<file path="config.mk">
export PLATFORM = sky130hd
export DESIGN_NAME = clk_div_monitor
export DESIGN_NICKNAME = d
export VERILOG_FILES = /design/src/rtl/clk_div_monitor.sv
export SDC_FILE = /design/constraint.sdc
export NUM_CORES = 1
export LEC_CHECK = 0
export BUFFER_PORTS_ARGS = -buffer_cell sky130_fd_sc_hd__buf_2
export CORE_MARGIN = 8
export CORE_UTILIZATION = 45
export CTS_CLUSTER_SIZE = 16
export DETAILED_ROUTE_END_ITERATION = 10
export RECOVER_POWER = 100
export REMOVE_ABC_BUFFERS = 1
export SETUP_SLACK_MARGIN = 0.5
export SLEW_MARGIN = 0
export SYNTH_ARGS = -nofsm -noshare
export SYNTH_HDL_FRONTEND = slang
export SYNTH_SLANG_ARGS = --single-unit
</file>
<file path="constraint.sdc">
create_clock -name clk -period 3.3 [get_ports clk]
set_clock_uncertainty 0.15 [all_clocks]
set_input_delay 0.33 -clock clk [delete_from_list [all_inputs] [get_ports clk]]
set_output_delay 0.33 -clock clk [all_outputs]
set_load 0.005 [all_outputs]
</file>
<file path="src/rtl/clk_div_monitor.sv">
// Measures period and high time of a divided clock sampled on clk, and checks lock against N_EXP.
// Define CLK_DIV_MON_DUAL_EDGE_EN to add negedge sampling (half-cycle units, high time checked).
module clk_div_monitor #(
  parameter int N_EXP    = 3,
  parameter int CW       = 8,
  parameter int LOCK_CNT = 4
) (
  input  logic          clk,
  input  logic          arst,
  input  logic          clk_in_i,
  input  logic          clr_i,
  output logic [CW-1:0] period_o,
  output logic [CW-1:0] high_o,
  output logic          meas_valid_o,
  output logic          locked_o,
  output logic          err_o
);

`ifdef CLK_DIV_MON_DUAL_EDGE_EN
  localparam int NS       = 2;
  localparam int EXP_P    = 2 * N_EXP;
  localparam bit CHK_HIGH = 1'b1;
`else
  localparam int NS       = 1;
  localparam int EXP_P    = N_EXP;
  localparam bit CHK_HIGH = 1'b0;
`endif
  localparam int MW = $clog2(LOCK_CNT + 1);
  localparam logic [CW-1:0] MAX_V   = '1;
  localparam logic [CW-1:0] EXP_P_V = CW'(EXP_P);
  localparam logic [CW-1:0] N_V     = CW'(N_EXP);
  localparam logic [MW-1:0] LOCK_V  = MW'(LOCK_CNT);

  logic          s1_q, s2_q, prev_q;
  logic [NS-1:0] samp;

  logic [CW-1:0] hi_q, hi_d, lo_q, lo_d;
  logic          armed_q, armed_d;
  logic [MW-1:0] mcnt_q, mcnt_d;
  logic [CW-1:0] period_q, period_d, high_q, high_d;
  logic          mv_q, mv_d, locked_q, locked_d, err_q, err_d;
  logic          prev_v, smp_v;
  logic [CW:0]   sum_v;

`ifdef CLK_DIV_MON_DUAL_EDGE_EN
  logic n0_q, ns1_q, ns2_q;

  always_ff @(negedge clk or negedge arst) begin
    if (!arst) n0_q <= 1'b0;
    else       n0_q <= clk_in_i;
  end

  // The negedge sample is handed to the posedge pipeline as if captured at the following posedge.
  always_ff @(posedge clk or negedge arst) begin
    if (!arst) begin
      ns1_q <= 1'b0;
      ns2_q <= 1'b0;
    end else begin
      ns1_q <= n0_q;
      ns2_q <= ns1_q;
    end
  end

  assign samp = {s2_q, ns2_q};
`else
  assign samp = s2_q;
`endif

  always_ff @(posedge clk or negedge arst) begin
    if (!arst) begin
      s1_q   <= 1'b0;
      s2_q   <= 1'b0;
      prev_q <= 1'b0;
    end else begin
      s1_q   <= clk_in_i;
      s2_q   <= s1_q;
      prev_q <= samp[NS-1];
    end
  end

  // Samples are applied in time order; at most one of them can be a rising edge.
  always_comb begin
    hi_d     = hi_q;
    lo_d     = lo_q;
    armed_d  = armed_q;
    mcnt_d   = mcnt_q;
    period_d = period_q;
    high_d   = high_q;
    mv_d     = 1'b0;
    locked_d = locked_q;
    err_d    = err_q;
    prev_v   = prev_q;
    smp_v    = 1'b0;
    sum_v    = '0;
    for (int k = 0; k < NS; k++) begin
      smp_v = samp[k];
      if (smp_v && !prev_v) begin
        if (armed_d) begin
          sum_v    = {1'b0, hi_d} + {1'b0, lo_d};
          period_d = sum_v[CW] ? MAX_V : sum_v[CW-1:0];
          high_d   = hi_d;
          mv_d     = 1'b1;
          if (period_d == EXP_P_V && (!CHK_HIGH || high_d == N_V)) begin
            if (mcnt_d != LOCK_V) mcnt_d = mcnt_d + 1'b1;
            locked_d = (mcnt_d == LOCK_V);
          end else begin
            mcnt_d   = '0;
            locked_d = 1'b0;
            err_d    = 1'b1;
          end
        end
        armed_d = 1'b1;
        hi_d    = CW'(1);
        lo_d    = '0;
      end else if (smp_v) begin
        if (hi_d != MAX_V) hi_d = hi_d + 1'b1;
      end else begin
        if (lo_d != MAX_V) lo_d = lo_d + 1'b1;
      end
      // A saturated counter means the input stalled: drop lock and force a fresh arming edge.
      if (hi_d == MAX_V || lo_d == MAX_V) begin
        mcnt_d   = '0;
        locked_d = 1'b0;
        err_d    = 1'b1;
        armed_d  = 1'b0;
      end
      prev_v = smp_v;
    end
  end

  always_ff @(posedge clk or negedge arst) begin
    if (!arst) begin
      hi_q     <= '0;
      lo_q     <= '0;
      armed_q  <= 1'b0;
      mcnt_q   <= '0;
      period_q <= '0;
      high_q   <= '0;
      mv_q     <= 1'b0;
      locked_q <= 1'b0;
      err_q    <= 1'b0;
    end else if (clr_i) begin
      hi_q     <= '0;
      lo_q     <= '0;
      armed_q  <= 1'b0;
      mcnt_q   <= '0;
      period_q <= '0;
      high_q   <= '0;
      mv_q     <= 1'b0;
      locked_q <= 1'b0;
      err_q    <= 1'b0;
    end else begin
      hi_q     <= hi_d;
      lo_q     <= lo_d;
      armed_q  <= armed_d;
      mcnt_q   <= mcnt_d;
      period_q <= period_d;
      high_q   <= high_d;
      mv_q     <= mv_d;
      locked_q <= locked_d;
      err_q    <= err_d;
    end
  end

  assign period_o     = period_q;
  assign high_o       = high_q;
  assign meas_valid_o = mv_q;
  assign locked_o     = locked_q;
  assign err_o        = err_q;

endmodule

</file>
# --- After elaboration in Yosys (flattened, before gate mapping) ---
# Index checks and enable logic that the tools add are counted.
word_totals:
  word_cells: 74
  ff_bits: 42
  out_inout_bits: 19
classes:
  mux: 40
  n_addsub: 4
  reduce_logical: 10
  eq_ne: 8
op_table:
  columns: ["op", "count"]
  rows:
  - ["8-bit 2-to-1 mux", 15]
  - ["3-bit 2-to-1 mux", 9]
  - ["8-bit by 1-bit adder with 8-bit output, second input constant", 2]
  - ["8-bit equality test, second input constant", 2]
  - ["1-bit 2-to-1 mux", 16]
  - ["8-bit != test, second input constant", 2]
  - ["8-bit by 8-bit adder with 9-bit output", 1]
  - ["8-bit by 2-bit equality test with 1-bit output, second input constant", 1]
  - ["3-bit nonzero test", 2]
  - ["2-bit AND reduction", 2]
  - ["2-bit nonzero test", 2]
  - ["3-bit by 1-bit adder with 3-bit output, second input constant", 1]
  - ["3-bit equality test, second input constant", 1]
  - ["3-bit by 2-bit != test with 1-bit output, second input constant", 1]
  - ["3-bit != test, second input constant", 1]
  - ["3-bit AND reduction", 1]
  - ["1-bit logical AND", 1]
  - ["1-bit zero test", 1]
  - ["1-bit logical OR", 1]

# --- Logic depth before layout (Yosys ltp) ---
# Gate-level depths: netlist (run 1).
depth:
  word_depth: 12
  mapped_depth: 8
  depth_no_buf: 8

# --- Worst setup path before layout (run 1) ---
# No wires, ideal clock.
synth_path:
  path_kind: "register -> register"
  from: "register hi_q[0]"
  to: "register err_q (netlist: err_o)"
  arrival_time_ps: 2555
  path_buffers: 0
  path_slack_ps: 472
  path_stages_with_launch: 9
  cell_sequence: "dfrtp_1 > ha_1 > fa_1 > and3_4 > or3_1 > a221o_1 > and4bb_2 > a21oi_1 > o31a_1"
synth_via:
  elab_chain_len: 8
  elab_cells_between_ends: 16
  cone_classes: "add/sub (2); eq/ne (4); mux (6); reduce/logical (4)"
synth_rtl:
  columns: ["element", "line", "rtl"]
  rows:
  - ["start, declared", "37", "logic [CW-1:0] hi_q, hi_d, lo_q, lo_d;"]
  - ["start signal, assigned", "153", "hi_q <= hi_d;"]
  - ["8-bit by 1-bit adder with 8-bit output / 8-bit != test (equally long branches)", "116", "if (hi_d != MAX_V) hi_d = hi_d + 1'b1;"]
  - ["8-bit 2-to-1 mux", "116", null]
  - ["8-bit 2-to-1 mux", "115", "end else if (smp_v) begin"]
  - ["8-bit 2-to-1 mux", "97", "if (smp_v && !prev_v) begin"]
  - ["8-bit equality test", "121", "if (hi_d == MAX_V || lo_d == MAX_V) begin"]
  - ["1-bit logical OR", "121", null]
  - ["3-bit by 2-bit != test with 1-bit output (no source line), or another cell as far along", null, null]
  - ["3-bit AND reduction (no source line) / 1-bit 2-to-1 mux (equally long branches)", null, null]
  - ["end signal, assigned", "161", "err_q <= err_d;"]
  - ["end, declared", "41", "logic mv_q, mv_d, locked_q, locked_d, err_q, err_d;"]
# Parallel ways exist; a longest one is shown, timed or not.
# A chain may end at the register's enable or synchronous reset.

# --- Worst setup path in the final report (run 1) ---
# Same ends and word-level chain as after synthesis.

==> results of run 1 <==
synthesized netlist by cell type (2+ instances only):
cell type	n
and3_1	3
ha_1	12
inv_1	11
a21o_1	4
mux2i_1	5
or3_1	3
clkbuf_1	7
nand2b_1	8
o31ai_1	2
o2111ai_1	2
nand3b_1	2
buf_2	3
a22o_1	16
xnor2_1	4
o21ai_0	12
and4_1	2
nand4_1	8
o211ai_1	6
nand3_1	9
nand2_1	18
dfrtp_1	42
xor2_1	3
and2_1	4
a211oi_1	6
a21oi_1	11
nor3b_1	4
a31oi_1	4
o221ai_1	2
a221o_1	2
nor2_1	21
nor2b_1	5
and4b_1	2
nor3_1	4
sequential cells by signal (all words and copies together) (netlist names), 3 cells and up:
name	cells
high_o	8
period_o	8
lo_q	8
hi_q	8
mcnt_q	3
per-layer routing:
layer | vias to the layer above | share of wire (%) | global-route usage, %
met5 | - | 0 | 0
met2 | 49 | 43 | 23.2
li1 | 1078 | - | -
met3 | 11 | 4.8 | 4.07
met4 | 0 | 2.4 | 6.04
met1 | 1059 | 49 | 20.5
metrics by stage:
stage	area (um2)	hold WS, ns	worst slack, ns	total power, W
global route	2890	0.112	0.270	0.00106
CTS	2920	0.0700	0.502	0.00103
finish	2890	0.114	0.398	0.00101
global placement	2770	0.193	0.358	0.000615
detailed placement	2770	0.185	0.299	0.000616
floorplan	2550	-0.116	0.459	0.000584
kinds of logic (layout without fill, tap and decap cells):
family	count (synthesis)	after routing	synth area share [%]
and+or+nand+nor	98	98	20.6
AOI/OAI and AO/OA	82	82	24.2
DFF	42	42	40.5
buffers and inverters	22	49	3.38
adders and majority gates	13	13	6.56
xor gates and xnor gates	7	7	2.36
muxes	6	6	2.36
how the worst max path moves through the flow:
stage	startpoint	end	slack (ns)
4_1_cts	hi_q[0]	err_o	0.50
3_3_place_gp	hi_q[0]	err_o	0.36
6_report	hi_q[0]	err_o	0.40
2_1_floorplan	hi_q[0]	err_o	0.46
5_1_grt	lo_q[0]	err_o	0.27
3_5_place_dp	hi_q[0]	err_o	0.30
final cells by class:
class                           instances  share of cell area [%]
Timing Repair Buffer                   30                    5.42
Clock buffer                            6                    2.51
Clock inverter                          2                    1.30
Multi-Input combinational cell        206                    49.7
Tap cell                               72                    3.12
Sequential cell                        42                    36.5
Inverter                               11                    1.43
critical path: stages (launching register included):
cell,delay (ns)
dfrtp_2,0.41
ha_1,0.23
fa_1,0.41
and3_1,0.22
or3_1,0.35
a221o_1,0.32
and4bb_1,0.36
a21oi_1,0.09
o31a_1,0.25
report_power, final:
group / switching (W) / internal, W / total, W
Clock: 0.000177 / 0.000226 / 0.000403
Combinational: 0.0000456 / 0.0000278 / 0.0000734
Sequential: 0.0000128 / 0.000523 / 0.000536
timing repair:
action	4_1_cts	5_1_grt
resized for setup	4	3
hold buffers	1	0
pin swaps	2	4
endpoints found under the hold margin	1	0
endpoints found under the setup margin	5	5
buffers inserted	3	1
==> impl_metrics.env, run 1 <==
export IMPL_ys_warnings_count=0
export IMPL_worstHoldPathCells=2
export IMPL_synth_cell_type_count=56
export IMPL_worst_hold_path_type="input pin to flip-flop"
export IMPL_number_of_global_route_vias_before_repair=2162
export IMPL_min_to="hi_q[0]"
export IMPL_post_route_min_period_ns=2.90
export IMPL_pin_count_of_the_biggest_net_entering_global_routing=43
export IMPL_finish_cell_count_without_fillers=369
export IMPL_flops_latches_synth=42
export IMPL_cts_num_sinks=42
export IMPL_fin_util_pct=52.1
export IMPL_worst_slew_pin_slew_ns=2.28
export IMPL_gp_congestion=0.882
export IMPL_status="complete, but fails checks"
export IMPL_synth_cell_area_um2=2590
export IMPL_share_of_cells_above_drive_strength_1_pct=10.8
export IMPL_layout_nets=313
export IMPL_worstRegToRegCells=8
export IMPL_fillCellCount=542
export IMPL_worstPathArrival_ns=2.94
export IMPL_core_area_um2=5540
export IMPL_drt_initial_drc_count=117
export IMPL_routed_via_density=5.95
export IMPL_num_vias=2197
export IMPL_clock_fmax_mhz=345
export IMPL_postSynthAreaPerCell_um2=9.60
export IMPL_power_leakage_nw=1.30
export IMPL_routed_wl_mm=6.17
export IMPL_ctsHtreeMaxLevel=2
export IMPL_ratio_of_total_power_to_cell_area_nw_per_um2=351
export IMPL_combined_area_of_the_multi_input_logic_cells_um2=1440
export IMPL_dieWidth_um=91.9
export IMPL_cts_max_path_buffers=2
export IMPL_setup_worst_path_end_class="flip-flop"
export IMPL_postRouteAntennaNets=0
export IMPL_slew_limit_headroom_pct=-52.1
export IMPL_failed_checks="max-capacitance violations, max-slew violations"
export IMPL_detailed_place_hpwl_mm=4.49
export IMPL_floorplan_die_area_um2=8450
export IMPL_r2r_end="err_o"
export IMPL_num_rows=27
export IMPL_r2r_slack_ns=0.40
export IMPL_global_route_usage_total_pct=15.4
export IMPL_critical_path_max_fanout=4
export IMPL_floorplan_initialDensity_pct=46.8
export IMPL_commonest_non_fill_non_tap_cell_in_the_layout="dfrtp_1"
export IMPL_num_antenna_cells=0
export IMPL_max_cap_viol_count=1
export IMPL_layout_common_cells="dfrtp_1 (40), nor2_1 (21), nand2_1 (18)"
export IMPL_synth_enable_flop_cells=0
export IMPL_setup_worst_path_start_class="flip-flop"
export IMPL_gr_total_overflow=0
export IMPL_clock_tree_root_cell="clkbuf_8"
export IMPL_dominantRegCellSynth="dfrtp_1"
export IMPL_grt_pass1_wl_mm=10.6
export IMPL_register_area_um2=1050
export IMPL_synth_top_cells_by_area="dfrtp_1 (41%), ha_1 (5.8%), a22o_1 (5.4%)"
export IMPL_place_inst=356
export IMPL_postSynthCellCount=270
export IMPL_rsz0062_at_grt="yes"
export IMPL_detailedRoute_firstPassIterationCount=4
export IMPL_cts_clk_slew_worst_paths_ns=0.08
export IMPL_hold_violations=0
export IMPL_synth_area_leader_cell="dfrtp_1"
export IMPL_maxSlewViolCount=43
export IMPL_cts_made_buffers=5
export IMPL_worst_endpoint_required_ns=3.34
export IMPL_yosysTopAreaCellShare_pct=40.5
export IMPL_buffer_ports_inserted=22
export IMPL_die_height_um=91.9
export IMPL_areaGrowthSynthToFinish_pct=11.3
export IMPL_seq_area_frac_synth_pct=40.5
export IMPL_final_setup_tns_ns=0
export IMPL_tritoncts_clock_tree="yes"
export IMPL_holdCritStartpoint="clr_i"
export IMPL_total_of_endpoints_with_negative_setup_slack_in_the_final_report=0
export IMPL_ir_worst_vdd_v=0.000198
export IMPL_remaining_drc_errors=0
export IMPL_layout_worst_path_cycle_share_pct=87.9
export IMPL_worst_setup_path_type="flip-flop to flip-flop"
export IMPL_async_flop_share_pct=100
export IMPL_drt_wl_cell_um=16.7
export IMPL_io_pins=23
export IMPL_r2r_start="hi_q[0]"
export IMPL_antenna_violations_before_repair=0
export IMPL_clock_latency_ns=0.30
(Power assumes the default switching activity.)
==> inputs of run 2 (changes only) <==
--- a/config.mk
+++ b/config.mk
@@ -5,9 +5,11 @@
 export SDC_FILE = /design/constraint.sdc
 export NUM_CORES = 1
 export LEC_CHECK = 0
+export ABC_AREA = 1
 export BUFFER_PORTS_ARGS = -buffer_cell sky130_fd_sc_hd__buf_2
 export CORE_MARGIN = 8
 export CORE_UTILIZATION = 45
+export CTS_CLUSTER_DIAMETER = 40
 export CTS_CLUSTER_SIZE = 16
 export DETAILED_ROUTE_END_ITERATION = 10
 export RECOVER_POWER = 100
==> run 2 against run 1 <==
The run still ends with max-capacitance violations, max-slew violations left. Critical path depth fell by 2. Clock-buffer cell count shrank 1. Die area up 9.1%. Clock power is 5.5% higher. Sequential cell count unchanged. Highest routed layer unchanged. Non-clock buffer count decreased by 7. Design area up 7.8%. Critical path type unchanged. Maximum frequency grew 5.8%.
==> impl_metrics.env, run 2 <==
export IMPL_status="complete, but fails checks"
export IMPL_failed_checks="max-capacitance violations, max-slew violations"
export IMPL_detailed_place_hpwl_mm=5.27
export IMPL_flops_latches_synth=42
export IMPL_met3_wirelength_um=265
export IMPL_dieWidth_um=96.0
export IMPL_postSynthCellCount=400
export IMPL_grt_pass1_wl_mm=11.4
export IMPL_total_of_endpoints_with_negative_setup_slack_in_the_final_report=0
export IMPL_synth_enable_flop_cells=0
export IMPL_layout_nets=437
export IMPL_floorplan_initialDensity_pct=45.8
export IMPL_worstPathArrival_ns=2.81
export IMPL_setup_worst_path_start_class="flip-flop"
export IMPL_postRouteAntennaNets=0
export IMPL_clock_fmax_mhz=364
export IMPL_num_antenna_cells=0
export IMPL_stdcell_area_um2=3110
export IMPL_synth_top_cells_by_area="dfrtp_1 (37%), nand2_1 (14%), nand3_1 (9.7%)"
export IMPL_clock_tree_root_cell="clkbuf_8"
export IMPL_drt_initial_drc_count=124
export IMPL_finish_cell_count_without_fillers=498
export IMPL_commonest_non_fill_non_tap_cell_in_the_layout="nand2_1"
export IMPL_tritoncts_clock_tree="yes"
export IMPL_worst_setup_path_type="flip-flop to flip-flop"
export IMPL_power_total_w=0.00110
export IMPL_routed_via_density=5.12
export IMPL_route_layer_met1_wl_mm=3.36
export IMPL_critical_path_max_fanout=18
export IMPL_gr_total_overflow=0
export IMPL_final_setup_tns_ns=0
export IMPL_yosysMostFrequentCell="nand2_1"
export IMPL_fillCellCount=662
export IMPL_cts_clk_slew_worst_paths_ns=0.09
export IMPL_yosysTopAreaCellShare_pct=36.5
export IMPL_worst_hold_path_type="flip-flop to flip-flop"
export IMPL_num_vias=2552
export IMPL_ys_warnings_count=0
export IMPL_pin_count_of_the_biggest_net_entering_global_routing=43
export IMPL_rsz0062_at_grt="no"
export IMPL_share_of_cells_above_drive_strength_1_pct=13.1
export IMPL_layout_common_cells="nand2_1 (105), nand3_1 (56), inv_1 (51)"
export IMPL_detailedRoute_firstPassIterationCount=4
export IMPL_post_route_min_period_ns=2.74
export IMPL_io_pins=23
export IMPL_ir_worst_vdd_v=0.000163
export IMPL_synth_area_leader_cell="dfrtp_1"
export IMPL_post_cts_setup_buffer_count=0
export IMPL_num_rows=29
export IMPL_top_layer="met4"
export IMPL_setup_worst_path_end_class="flip-flop"
export IMPL_async_flop_share_pct=100
export IMPL_dominantRegCellSynth="dfrtp_1"
export IMPL_routed_wl_mm=6.88
export IMPL_ctsHtreeMaxLevel=2
export IMPL_worst_endpoint_required_ns=3.36
export IMPL_drt_wl_cell_um=13.8
export IMPL_number_of_global_route_vias_before_repair=2320
export IMPL_die_height_um=96.0
export IMPL_slew_limit_headroom_pct=-48.9
export IMPL_remaining_drc_errors=0
export IMPL_synth_top_cells_by_count="nand2_1 (104), nand3_1 (56), inv_1 (50)"
export IMPL_synth_cell_area_um2=2880
export IMPL_gp_congestion=0.918
export IMPL_route_met2_wl_mm=3.14
export IMPL_ratio_of_total_power_to_cell_area_nw_per_um2=355
export IMPL_seq_area_frac_synth_pct=36.5
export IMPL_global_route_usage_total_pct=15.9
export IMPL_hold_violations=0
export IMPL_cts_num_sinks=42
export IMPL_areaGrowthSynthToFinish_pct=8.13
export IMPL_core_area_um2=6280
export IMPL_postSynthAreaPerCell_um2=7.19
export IMPL_clock_latency_ns=0.30
export IMPL_layout_worst_path_cycle_share_pct=83.1
export IMPL_maxSlewViolCount=43
export IMPL_max_cap_viol_count=1
export IMPL_buffer_ports_inserted=22
export IMPL_floorplan_die_area_um2=9210
export IMPL_power_leakage_nw=1.61
export IMPL_place_inst=489
export IMPL_cts_max_path_buffers=2
export IMPL_antenna_violations_before_repair=0
export IMPL_cts_made_buffers=5
export IMPL_placedInstanceArea_um2=3030
export IMPL_synth_cell_type_count=28
export IMPL_worst_slew_pin_slew_ns=2.23
run 2: cell types whose count changed after synthesis, moves of 6 or more:
cell,previous run,this run
nor2_2,0,8
nand3_1,9,56
nand2b_1,8,0
nor2_1,21,35
nand2_1,18,104
o211ai_1,6,0
inv_1,11,50
nand2_2,0,10
nor2_4,0,8
inv_2,0,7
a211oi_1,6,0
a22o_1,16,0
run 2: report_power, final:
part | total (W) | switching [W] | internal, W
Clock | 0.000425 | 0.000198 | 0.000227
Sequential | 0.000547 | 0.0000189 | 0.000528
Combinational | 0.000134 | 0.0000921 | 0.0000416
run 2: logic make-up after synthesis:
family	share of synthesized area, %
compound gates	4.83
flops	36.5
simple gates	41.3
buf+inv	9.57
xor+xnor	1.83
fa+ha+maj	5.91
run 2: timing repair:
item                      in CTS  in global routing
hold endpoints to repair       1                  0
resized for setup              0                  0
hold buffers                   1                  0
run 2: cell type report:
class,instances,area [um2],area share (%)
Sequential cell,42,1050,33.8
Multi-Input combinational cell,290,1530,49.1
Clock buffer,5,68.8,2.21
Timing Repair Buffer,23,103,3.30
Tap cell,77,96.3,3.10
Clock inverter,3,43.8,1.41
Inverter,58,220,7.08
run 2: final timing paths:
path	start	to	slack, ns	cells after the start
setup / recovery	prev_v	high_o[7]	0.56	6
min in group asynchronous	arst	period_o[7]	0.52	1
setup reg to reg	prev_v	high_o[7]	0.56	6
hold / removal	s1_q	prev_v	0.21	0
hold reg to reg	s1_q	prev_v	0.21	0
max in group asynchronous	arst	hi_q[0]	1.19	1
run 2: through the flow:
step | util, % | setup WS [ns] | hold slack (ns)
finish | 49.6 | 0.556 | 0.208
floorplan | - | 0.981 | -0.116
global placement | 48.3 | 0.863 | 0.188
global route | 49.6 | 0.326 | 0.213
detailed placement | 48.3 | 0.775 | 0.190
CTS | 50.2 | 0.774 | 0.0597
run 2: critical path, cell delays in order, from the launching register on:
cell and delay, ns:
dfrtp_1 0.72, inv_4 0.19, nor2_1 0.46, nand2_2 0.37, nor2_2 0.32, inv_1 0.22, o21ai_0 0.23
run 2: routing by layer:
| layer | vias to the layer above | GRT usage (%) |
|---|---|---|
| met1 | 1178 | 20.6 |
| met5 | - | 0 |
| met2 | 48 | 26.0 |
| met4 | 0 | 4.99 |
| met3 | 11 | 3.43 |
| li1 | 1315 | - |
==> inputs of run 3 (changes only) <==
--- a/config.mk
+++ b/config.mk
@@ -5,7 +5,7 @@
 export SDC_FILE = /design/constraint.sdc
 export NUM_CORES = 1
 export LEC_CHECK = 0
-export ABC_AREA = 1
+export ABC_AREA = 0
 export BUFFER_PORTS_ARGS = -buffer_cell sky130_fd_sc_hd__buf_2
 export CORE_MARGIN = 8
 export CORE_UTILIZATION = 45
==> constraint.sdc (replaced) <==
create_clock -name clk -period 2.75 [get_ports clk]
set_clock_uncertainty 0.15 [all_clocks]
set_input_delay 0.275 -clock clk [delete_from_list [all_inputs] [get_ports clk]]
set_output_delay 0.275 -clock clk [all_outputs]
set_load 0.005 [all_outputs]
==> run 3 against run 2 <==
The run still ends with max-capacitance violations, max-slew violations left. First-iteration DRC count is 19% lower. Non-clock buffer count grew 36. Hold slack worse by 0.14 ns. Maximum frequency grew 2.5%. Total power increased by 13%. Final cell count shrank 20%. Clock power rose by 16%. Register-to-register slack got worse by 0.48 ns. Sequential cell count did not move. Sequential share of layout area down 1.3 points. Critical path type unchanged. Largest cell class unchanged. Largest power group unchanged.
==> impl_metrics.env, run 3 (same netlist as run 1, synthesis figures left out) <==
export IMPL_status="complete, but fails checks"
export IMPL_failed_checks="max-capacitance violations, max-slew violations"
export IMPL_dieWidth_um=91.9
export IMPL_r2r_slack_ns=0.07
export IMPL_global_route_usage_total_pct=15.4
export IMPL_rsz0062_at_grt="yes"
export IMPL_clock_latency_ns=0.30
export IMPL_worst_slew_pin_slew_ns=2.24
export IMPL_floorplan_die_area_um2=8450
export IMPL_grt_pass1_wl_mm=10.9
export IMPL_share_of_cells_above_drive_strength_1_pct=21.8
export IMPL_commonest_non_fill_non_tap_cell_in_the_layout="dfrtp_1"
export IMPL_clock_tree_root_cell="clkbuf_8"
export IMPL_layout_common_cells="dfrtp_1 (42), buf_4 (26), nor2_1 (21), clkbuf_1 (21), a22o_1 (16)"
export IMPL_critical_path_max_fanout=3
export IMPL_number_of_global_route_vias_before_repair=2199
export IMPL_setup_worst_path_end_class="flip-flop"
export IMPL_io_pins=23
export IMPL_worst_endpoint_required_ns=2.78
export IMPL_clock_fmax_mhz=374
export IMPL_layout_nets=342
export IMPL_setup_worst_path_start_class="flip-flop"
export IMPL_drt_initial_drc_count=101
export IMPL_num_rows=27
export IMPL_cts_clk_slew_worst_paths_ns=0.09
export IMPL_worst_setup_path_type="flip-flop to flip-flop"
export IMPL_ir_worst_vdd_v=0.000254
export IMPL_cts_num_sinks=42
export IMPL_hold_violations=0
export IMPL_total_of_endpoints_with_negative_setup_slack_in_the_final_report=0
export IMPL_holdCritStartpoint="clr_i"
export IMPL_detailed_place_hpwl_mm=4.69
export IMPL_ctsHtreeMaxLevel=2
export IMPL_fillCellCount=509
export IMPL_r2r_end="err_o"
export IMPL_postRouteAntennaNets=0
export IMPL_worstHoldPathCells=2
export IMPL_pin_count_of_the_biggest_net_entering_global_routing=43
export IMPL_power_total_w=0.00125
export IMPL_ratio_of_total_power_to_cell_area_nw_per_um2=387
export IMPL_place_inst=381
export IMPL_cts_made_buffers=5
export IMPL_worst_hold_path_type="input pin to flip-flop"
export IMPL_num_vias=2338
export IMPL_layout_worst_path_cycle_share_pct=97.3
export IMPL_num_antenna_cells=0
export IMPL_stdcell_area_um2=3230
export IMPL_remaining_drc_errors=0
export IMPL_worstRegToRegCells=8
export IMPL_antenna_violations_before_repair=0
export IMPL_min_to="hi_q[0]"
export IMPL_r2r_start="hi_q[0]"
export IMPL_cts_max_path_buffers=2
export IMPL_core_area_um2=5540
export IMPL_gr_total_overflow=0
export IMPL_worstPathArrival_ns=2.70
export IMPL_tritoncts_clock_tree="yes"
export IMPL_detailedRoute_firstPassIterationCount=6
export IMPL_routed_wl_mm=6.59
export IMPL_routed_via_density=5.87
export IMPL_slew_limit_headroom_pct=-49.3
export IMPL_placedInstanceArea_um2=2960
export IMPL_power_leakage_nw=1.42
export IMPL_post_route_min_period_ns=2.68
export IMPL_maxSlewViolCount=43
export IMPL_drt_wl_cell_um=16.6
export IMPL_gp_congestion=0.848
export IMPL_finish_cell_count_without_fillers=398
export IMPL_buffer_ports_inserted=22
export IMPL_floorplan_initialDensity_pct=46.8
export IMPL_die_height_um=91.9
export IMPL_max_cap_viol_count=1
export IMPL_areaGrowthSynthToFinish_pct=24.7
## run 3: cell types whose count changed in the layout (fill, tap and decap cells not counted), sizes merged, moves of 5 or more
| cell | delta |
|---|---|
| a22o | +16 |
| a211oi | +6 |
| nand2b | +8 |
| nand2 | -98 |
| buf | +30 |
| clkbuf | +7 |
| o211ai | +6 |
| mux2i | +5 |
| nor2b | +5 |
| nor2 | -30 |
| inv | -48 |
| nand4 | -5 |
| nand3 | -52 |
## run 3: worst max-delay path by stage
stage               slack [ns]    end  startpoint  cells after the start
floorplan                -0.09  err_o     hi_q[0]                      8
global placement          0.01  err_o     hi_q[0]                      8
detailed placement       -0.01  err_o     hi_q[0]                      8
CTS                       0.11  err_o     hi_q[0]                      8
global route           -0.0003  err_o     hi_q[3]                      8
finish                    0.07  err_o     hi_q[0]                      8
## run 3: final cells by class
type / count / area (um2) / share of cell area, %
clock buffers: 6 / 72.6 / 2.24
clock inverters: 2 / 37.5 / 1.16
inverters: 11 / 41.3 / 1.28
multi-input cells: 206 / 1560 / 48.3
flip-flops and latches: 42 / 1050 / 32.5
well taps: 72 / 90.1 / 2.79
repair buffers: 59 / 379 / 11.7
## run 3: report_power, final
group / total (W) / internal (W) / switching (W) / leakage [nW]
logic: 0.000119 / 0.0000521 / 0.0000671 / 0.793
registers: 0.000640 / 0.000627 / 0.0000131 / 0.574
clock network: 0.000492 / 0.000271 / 0.000220 / 0.0514
total: 0.00125 / 0.000950 / 0.000301 / 1.42
## run 3: through the flow
stage	utilization, %	setup TNS (ns)	worst slack [ns]	hold WS (ns)
2_1_floorplan	-	-0.0914	-0.0914	-0.171
3_3_place_gp	53.4	0	0.0119	0.182
3_5_place_dp	53.4	-0.0130	-0.0130	0.191
4_1_cts	56.1	0	0.110	0.0116
5_1_grt	58.4	-0.000251	-0.000251	0.0747
6_report	58.4	0	0.0731	0.0655
## run 3: what timing repair did
action | 4_1_cts | 5_1_grt
pin swaps | 11 | 18
gates resized for setup | 7 | 26
hold buffers | 1 | 0
buffers inserted | 3 | 5
endpoints found under the hold margin | 1 | 0
cloned | 0 | 0
endpoints found under the setup margin | 14 | 14
## run 3: critical path: stages, from the launching register on
cell and delay [ns]:
dfrtp_1 0.42, ha_4 0.18, fa_2 0.33, and3_4 0.19, or3_1 0.30, a221o_1 0.34
and4bb_2 0.36, a21oi_2 0.06, o31a_1 0.23
## run 3: layer usage
layer	wire length, um	track usage [%]	up-vias
met5	0	0	-
met1	3190	21.2	1145
met2	3080	23.9	49
met3	278	3.59	7
met4	46	3.62	0
li1	-	-	1137
